**src/rtl/operand_fetch.sv**
```systemverilog
`timescale 1ns/1ps
// operand_fetch
//   Decode / operand-fetch stage in front of a 32x32 register file. Drives the
//   two read addresses straight from the incoming instruction, decodes the
//   immediate and register usage, and captures RD1/RD2/imm plus decoded fields
//   into a single output register. A per-register busy scoreboard (set on
//   issue of a register-writing instruction, cleared by writeback) stalls RAW
//   and WAW hazards. There is no bypass from writeback.
//
// Ports
//   clk, reset            clock, async active-high reset
//   in_valid/in_ready     upstream handshake; in_instr, in_pc instruction + PC
//   A1, A2                register-file read addresses (rs1, rs2)
//   RD1, RD2              register-file read data (combinational)
//   wb_valid, wb_rd       writeback retiring a write to register wb_rd
//   flush                 drop the output bundle
//   out_valid/out_ready   downstream handshake
//   out_*                 captured bundle for the execute stage
module operand_fetch #(
  parameter int unsigned      XLEN     = 32,
  parameter logic [XLEN-1:0]  RESET_PC = '0
) (
  input  logic            clk,
  input  logic            reset,
  input  logic            in_valid,
  output logic            in_ready,
  input  logic [31:0]     in_instr,
  input  logic [XLEN-1:0] in_pc,
  output logic [4:0]      A1,
  output logic [4:0]      A2,
  input  logic [XLEN-1:0] RD1,
  input  logic [XLEN-1:0] RD2,
  input  logic            wb_valid,
  input  logic [4:0]      wb_rd,
  input  logic            flush,
  output logic            out_valid,
  input  logic            out_ready,
  output logic [XLEN-1:0] out_pc,
  output logic [XLEN-1:0] out_rs1_val,
  output logic [XLEN-1:0] out_rs2_val,
  output logic [XLEN-1:0] out_imm,
  output logic [4:0]      out_rd,
  output logic [6:0]      out_opcode,
  output logic [2:0]      out_funct3,
  output logic            out_funct7b5,
  output logic            out_writes_rd,
  output logic            out_illegal
);

  logic [6:0]      w_opcode;
  logic [4:0]      w_rs1, w_rs2, w_rd;
  logic [31:0]     w_imm32;
  logic [XLEN-1:0] w_imm;
  logic            w_uses_rs1, w_uses_rs2, w_wr_type, w_illegal;
  logic            w_writes_rd, w_hazard, w_fire;
  logic [31:0]     r_busy, w_busy_nxt;

  logic            r_out_valid;
  logic [XLEN-1:0] r_out_pc, r_out_rs1_val, r_out_rs2_val, r_out_imm;
  logic [4:0]      r_out_rd;
  logic [6:0]      r_out_opcode;
  logic [2:0]      r_out_funct3;
  logic            r_out_funct7b5, r_out_writes_rd, r_out_illegal;

  assign w_opcode = in_instr[6:0];
  assign w_rs1    = in_instr[19:15];
  assign w_rs2    = in_instr[24:20];
  assign w_rd     = in_instr[11:7];
  assign A1       = w_rs1;
  assign A2       = w_rs2;

  always_comb begin
    w_imm32    = '0;
    w_uses_rs1 = 1'b0;
    w_uses_rs2 = 1'b0;
    w_wr_type  = 1'b0;
    w_illegal  = 1'b0;
    case (w_opcode)
      7'b0010011, 7'b0000011, 7'b1100111: begin
        w_imm32    = {{20{in_instr[31]}}, in_instr[31:20]};
        w_uses_rs1 = 1'b1;
        w_wr_type  = 1'b1;
      end
      7'b0100011: begin
        w_imm32    = {{20{in_instr[31]}}, in_instr[31:25], in_instr[11:7]};
        w_uses_rs1 = 1'b1;
        w_uses_rs2 = 1'b1;
      end
      7'b1100011: begin
        w_imm32    = {{19{in_instr[31]}}, in_instr[31], in_instr[7],
                      in_instr[30:25], in_instr[11:8], 1'b0};
        w_uses_rs1 = 1'b1;
        w_uses_rs2 = 1'b1;
      end
      7'b0110111, 7'b0010111: begin
        w_imm32   = {in_instr[31:12], 12'b0};
        w_wr_type = 1'b1;
      end
      7'b1101111: begin
        w_imm32   = {{11{in_instr[31]}}, in_instr[31], in_instr[19:12],
                     in_instr[20], in_instr[30:21], 1'b0};
        w_wr_type = 1'b1;
      end
      7'b0110011: begin
        w_uses_rs1 = 1'b1;
        w_uses_rs2 = 1'b1;
        w_wr_type  = 1'b1;
      end
      default: w_illegal = 1'b1;
    endcase
  end

  assign w_imm       = XLEN'($signed(w_imm32));
  assign w_writes_rd = w_wr_type & (w_rd != 5'd0);

  // Busy is looked up from the registered scoreboard only: a same-cycle
  // writeback does not unblock issue until the following cycle.
  assign w_hazard = (w_uses_rs1 & r_busy[w_rs1]) |
                    (w_uses_rs2 & r_busy[w_rs2]) |
                    (w_writes_rd & r_busy[w_rd]);

  assign in_ready = !reset & !flush & !w_hazard & (!r_out_valid | out_ready);
  assign w_fire   = in_valid & in_ready;

  // Ordering gives set priority over writeback clear, and flush-clear priority
  // over both (set cannot coincide with flush since fire is 0 then).
  always_comb begin
    w_busy_nxt = r_busy;
    if (wb_valid)
      w_busy_nxt[wb_rd] = 1'b0;
    if (w_fire && w_writes_rd)
      w_busy_nxt[w_rd] = 1'b1;
    if (flush && r_out_valid && r_out_writes_rd)
      w_busy_nxt[r_out_rd] = 1'b0;
    w_busy_nxt[0] = 1'b0;
  end

  always_ff @(posedge clk or posedge reset) begin
    if (reset)
      r_busy <= '0;
    else
      r_busy <= w_busy_nxt;
  end

  always_ff @(posedge clk or posedge reset) begin
    if (reset) begin
      r_out_valid     <= 1'b0;
      r_out_pc        <= RESET_PC;
      r_out_rs1_val   <= '0;
      r_out_rs2_val   <= '0;
      r_out_imm       <= '0;
      r_out_rd        <= '0;
      r_out_opcode    <= '0;
      r_out_funct3    <= '0;
      r_out_funct7b5  <= 1'b0;
      r_out_writes_rd <= 1'b0;
      r_out_illegal   <= 1'b0;
    end else if (flush) begin
      r_out_valid <= 1'b0;
    end else if (w_fire) begin
      r_out_valid     <= 1'b1;
      r_out_pc        <= in_pc;
      r_out_rs1_val   <= RD1;
      r_out_rs2_val   <= RD2;
      r_out_imm       <= w_imm;
      r_out_rd        <= w_rd;
      r_out_opcode    <= w_opcode;
      r_out_funct3    <= in_instr[14:12];
      r_out_funct7b5  <= in_instr[30];
      r_out_writes_rd <= w_writes_rd;
      r_out_illegal   <= w_illegal;
    end else if (out_ready) begin
      r_out_valid <= 1'b0;
    end
  end

  assign out_valid     = r_out_valid;
  assign out_pc        = r_out_pc;
  assign out_rs1_val   = r_out_rs1_val;
  assign out_rs2_val   = r_out_rs2_val;
  assign out_imm       = r_out_imm;
  assign out_rd        = r_out_rd;
  assign out_opcode    = r_out_opcode;
  assign out_funct3    = r_out_funct3;
  assign out_funct7b5  = r_out_funct7b5;
  assign out_writes_rd = r_out_writes_rd;
  assign out_illegal   = r_out_illegal;

endmodule
```
**config.mk**
```make
export PLATFORM = sky130hd
export DESIGN_NAME = operand_fetch
export DESIGN_NICKNAME = d
export VERILOG_FILES = /design/src/rtl/operand_fetch.sv
export SDC_FILE = /design/constraint.sdc
export NUM_CORES = 1
export LEC_CHECK = 0
export ABC_AREA = 0
export CAP_MARGIN = 20
export CORE_MARGIN = 2
export CORE_UTILIZATION = 47
export CTS_CLUSTER_SIZE = 12
export DETAILED_ROUTE_END_ITERATION = 10
export PLACE_DENSITY = 0.81
export SLEW_MARGIN = 20
export SYNTH_ARGS = -nofsm -noshare
export SYNTH_HDL_FRONTEND = slang
export SYNTH_SLANG_ARGS = --single-unit
```
**constraint.sdc**
```tcl
create_clock -name clk -period 7.3 [get_ports clk]
set_clock_uncertainty 0.05 [all_clocks]
set_input_delay 0.73 -clock clk [delete_from_list [all_inputs] [get_ports clk]]
set_output_delay 0.73 -clock clk [all_outputs]
set_load 0.005 [all_outputs]
```
# Word-level counts from Yosys, hierarchy flattened

Cells that the tools add are included.

Bits in writable memories: 0
Bits in latches: 0
Output and inout bits: 158
Memories kept: 0
Register bits after elaboration: 178
Logic and storage cells: 88
ROM bits: 0
Input port bits: 139

$mul: 0
Add/subtract/negate cells: 0
Equality and inequality tests: 9
Bitwise logic cells: 17
$lt $le $gt $ge: 8
Div/mod/pow operators: 0
Multiplexer cells: 23
Reductions and logical operators: 19
Shifts and indexed selects: 0

Operators by type and width:

| kind                                                              | count |
|---|---|
| case mux 32 bit (5 select lines)                                  | 1 |
| 2-to-1 mux 32 bit                                                 | 3 |
| bitwise AND 32 bit                                                | 2 |
| NOT 32 bit                                                        | 2 |
| OR 32 bit                                                         | 1 |
| < comparator 5 x 6 -> 1 bit, second input constant                | 5 |
| equality test 7 x 6 -> 1 bit, second input constant               | 3 |
| equality test 7 bit, second input constant                        | 3 |
| binary-select mux 1 bit (select 5 bit)                            | 3 |
| demux 1 bit (select 5 bit)                                        | 3 |
| greater-or-equal comparator 5 x 1 -> 1 bit, second input constant | 3 |
| equality test 7 x 5 -> 1 bit, second input constant               | 2 |
| 2-to-1 mux 1 bit                                                  | 13 |
| OR reduction 9 bit                                                | 1 |
| bitwise AND 1 bit                                                 | 8 |
| equality test 7 x 2 -> 1 bit, second input constant               | 1 |
| OR reduction 7 bit                                                | 1 |
| logical AND 1 bit                                                 | 6 |
| OR reduction 3 bit                                                | 2 |
| OR reduction 6 bit                                                | 1 |
| nonzero test 5 bit                                                | 1 |
| zero test 1 bit                                                   | 4 |
| OR 1 bit                                                          | 3 |
| nonzero test 3 bit                                                | 1 |
| 3 further kinds                                                   | 3 |

# Depth between registers and ports, before layout

Depth after elaboration: 14
Mapped depth: 10
Gate-level depth less buffers: 6

# Worst setup path before layout

OpenSTA, ideal clock, no wires.

Path type: in2out
Start point: in in_instr[8]
End point: out in_ready
Required time: 6.520 ns
Arrival time: 2.208 ns
Buffers on the path: 1
Stages: 6
Path slack: 4.312 ns
Cell sequence: buf_2 -> mux4_2 -> o32a_1 -> and4_1 -> nand3_1 -> and4_1

Cells in the longest elaborated chain, start to end: 7
Elaborated cells between the ends (all ways): 9
Those cells by class: mux: 2; bitwise: 5; reduce/logical: 2

Ends and longest elaborated chain:

| item                                                                                | line     | source |
|---|---|---|
| from (decl)                                                                         | 27       | `input logic [31:0] in_instr,` |
| binary-select mux 1 bit (select 5 bit) / nonzero test 5 bit (equally long branches) | 120, 114 |  |
| 2-to-1 mux 1 bit (implied by the code) / bitwise AND 1 bit (equally long branches)  | 120, 114 |  |
| bitwise AND 1 bit *                                                                 | 120      | `(w_writes_rd & r_busy[w_rd]);` |
| OR 1 bit *                                                                          | 119      | `(w_uses_rs2 & r_busy[w_rs2]) \|` |
| zero test 1 bit *                                                                   | 122      | `assign in_ready = !reset & !flush & !w_hazard & (!r_out_valid \| out_ready);` |
| bitwise AND 1 bit * (2 in series)                                                   | 122      |  |
| to (decl)                                                                           | 26       | `output logic in_ready,` |

Every way passes the cells marked *; elsewhere a longest branch is shown, timed or not. The select of a mux whose other input is x is not followed.

# Worst setup path in the final report

Ends and elaborated chain as after synthesis.

==> results.cfg <==
[global_route]
grt_usage = 0.258
grt_pass1_wl_mm = 40.8
antenna_found_initial = 0
grt_pass1_vias = 7026
grt_max_degree = 96
overflow = 0

[timing]
period_needed_ns = 4.89
slew_viol_final = 0
rsz0062_at_grt = no
finalHoldViolCount = 0
worst_pin_slew_ns = 0.884
max_slew_margin = 0.409
final.setup.tns_ns = 0
finalCritPeriodShare = 0.671
fmax_ghz = 0.204
setup_viol = 0

[yosys]
synthXorXnorAreaFrac = 0
synth.distinct_cells = 58
syn-num-nets = 854
synthTopCellsByArea = dfrtp_1, mux2_4, mux2_2
syn_area_per_cell_sq_um = 12.8
yosysSeqAreaShare = 0.488
yosys_warnings = 0
ys.flop_type = dfrtp_1
synthAdderAreaFrac = 0
yosysTopAreaCell = dfrtp_1
ys_ff_latch = 178
synth_top_family_by_area = multiplexers
synthCells = 715
synth_most_common_cell = dfrtp_1
synth-async-reset-ratio = 1.00
syn-cell-area_sq_mm = 0.00914
synth_common_cells = dfrtp_1, mux2_4, mux2_2, mux2i_1, o21ai_0
synthSimpleGateAreaFrac = 0.0892
synth_compound_area_frac = 0.0985
synth_top_cell_area_share = 0.488
synth_edf_count = 0
synthMuxAreaShare = 0.268

[final_layout]
antenna_cells = 0
fillerInstances = 1377
area_growth_pct = 38.7
drive_above_1_share = 0.191
nets = 1116

[drt]
antenna_left = 0
drt_iter0_drc = 742
drc_errors = 0
totalWireLength_mm = 27.1
first_pass_iters = 5
routedWlPerCell_um = 21.7
vias_per_cell = 5.79
vias = 7227

[clocking]
cts_resized = 0
clkSinkCount = 178
clock_path_buffers = 2
cts_root_buf = clkbuf_16
post-cts-setup-buffer-count = 0
clkTransAtPathRegs_ns = 0.07
cts_tree = yes
numCtsBuffers = 17
clock_latency_ns = 0.43
cts_htree_levels = 4
holdBufCountCts = 0

[critical_path]
worstPathMaxFanout = 16
rrSetupSlack_ns = 3.86
required_ns = 6.52
end_kind = output pin
worst_ep_arrival_time_ns = 4.11
cp-start-kind = input pin
path_class = in2out

[placement]
hpwl_mm = 19.0
io_buffers = 296
place.gp.congestion = 0.929

[floorplanning]
dieArea_sq_mm = 0.0206
die_h_um = 143
fp.coreArea_sq_mm = 0.0189
die_x_um = 143
row_count = 50
io_pins = 297
start_util = 0.484

[job]
drv_cap = 0

[pwr]
powerDensity_mw_per_mm2 = 229
p_leak_uw = 0.00545
finalPower_uw = 2900
ir_drop_v = 0.000151

[worst_hold_path]
hp-class = reg2reg

[outcome]
status = completed
-- state kept, by name, summed over array words and instances (netlist names) --
signal and cells:
out_funct3 3, r_busy 31, out_imm 32, out_rs1_val 32
out_pc 32, out_writes_rd 1, out_valid 1, out_opcode 7
out_rs2_val 32, out_funct7b5 1, out_illegal 1, out_rd 5
-- layout by cell type (no fill, tap or decap), types with 4 or more instances in the layout --
cell type / n
a22o_1: 5
and3_1: 4
and3b_1: 4
nor3b_1: 6
o221ai_1: 14
inv_8: 4
nor2b_1: 6
inv_6: 5
nand4_1: 16
clkdlybuf4s50_1: 296
nor2_1: 17
o21ai_0: 36
dfrtp_1: 178
nand2_1: 34
a21oi_1: 23
nand3_1: 15
nand3b_1: 12
mux2_4: 82
inv_1: 30
and2_1: 5
o211ai_1: 15
or2_2: 5
mux2_2: 40
mux2i_1: 37
mux4_2: 17
o2111ai_1: 13
clkbuf_16: 17
-- cell families (layout without fill, tap and decap cells) --
logic type      count (synthesis)  after routing
flops                         178            178
simple gates                  143            143
mux                           177            177
compound gates                129            129
buf+inv                        88            362
-- worst max-delay path, cell delays in order --
cell and delay, ns:
clkdlybuf4s50_1 1.04, nor2b_1 0.65, a22oi_1 0.14, a2111oi_0 0.53, nand3_1 0.24, and4_1 0.28
clkdlybuf4s50_1 0.49
-- routing by layer --
metal	track usage	wire, um
met3	0.0790	2770
met4	0.0712	541
met5	0	0
met2	0.414	13000
met1	0.340	10800
-- final timing paths --
check | startpoint | to | cells after the start
max | in_instr[8] | in_ready | 7
min | out_rs1_val[24] | out_rs1_val[24] | 1
max reg2reg | r_busy[23] | out_pc[17] | 7
min reg2reg | out_rs1_val[24] | out_rs1_val[24] | 1
max in group asynchronous | reset | r_busy[13] | 3
min in group asynchronous | reset | out_rs1_val[6] | 2
-- per-stage QoR --
stage                     area (sq um)  worst slack [ns]  hold slack (ns)  std cells   util
after floorplan                   9140              1.69            0.454        715      -
after global routing             12700              2.06            0.467       1249  0.671
final                            12700              2.41            0.456       1249  0.671
after global placement           12100              2.33            0.438       1218  0.639
after CTS                        12700              2.48            0.460       1249  0.670
after detailed placement         12100              2.33            0.441       1218  0.639
-- where the power goes --
group | total [uW] | switching (uW) | leakage (uW) | internal [uW]
clock | 916 | 429 | 0.000285 | 486
combinational | 746 | 244 | 0.00292 | 502
sequential | 1240 | 103 | 0.00224 | 1130
total | 2900 | 776 | 0.00545 | 2120
-- final cells by class --
type	count	area, sq um	area share
flip-flops and latches	178	4450	0.352
multi-input cells	449	4160	0.328
repair buffers	300	3020	0.239
clock buffers	17	425	0.0336
well taps	260	325	0.0257
clock inverters	14	160	0.0126
inverters	31	121	0.00958
Note: power is estimated with default switching activity, not from simulation.
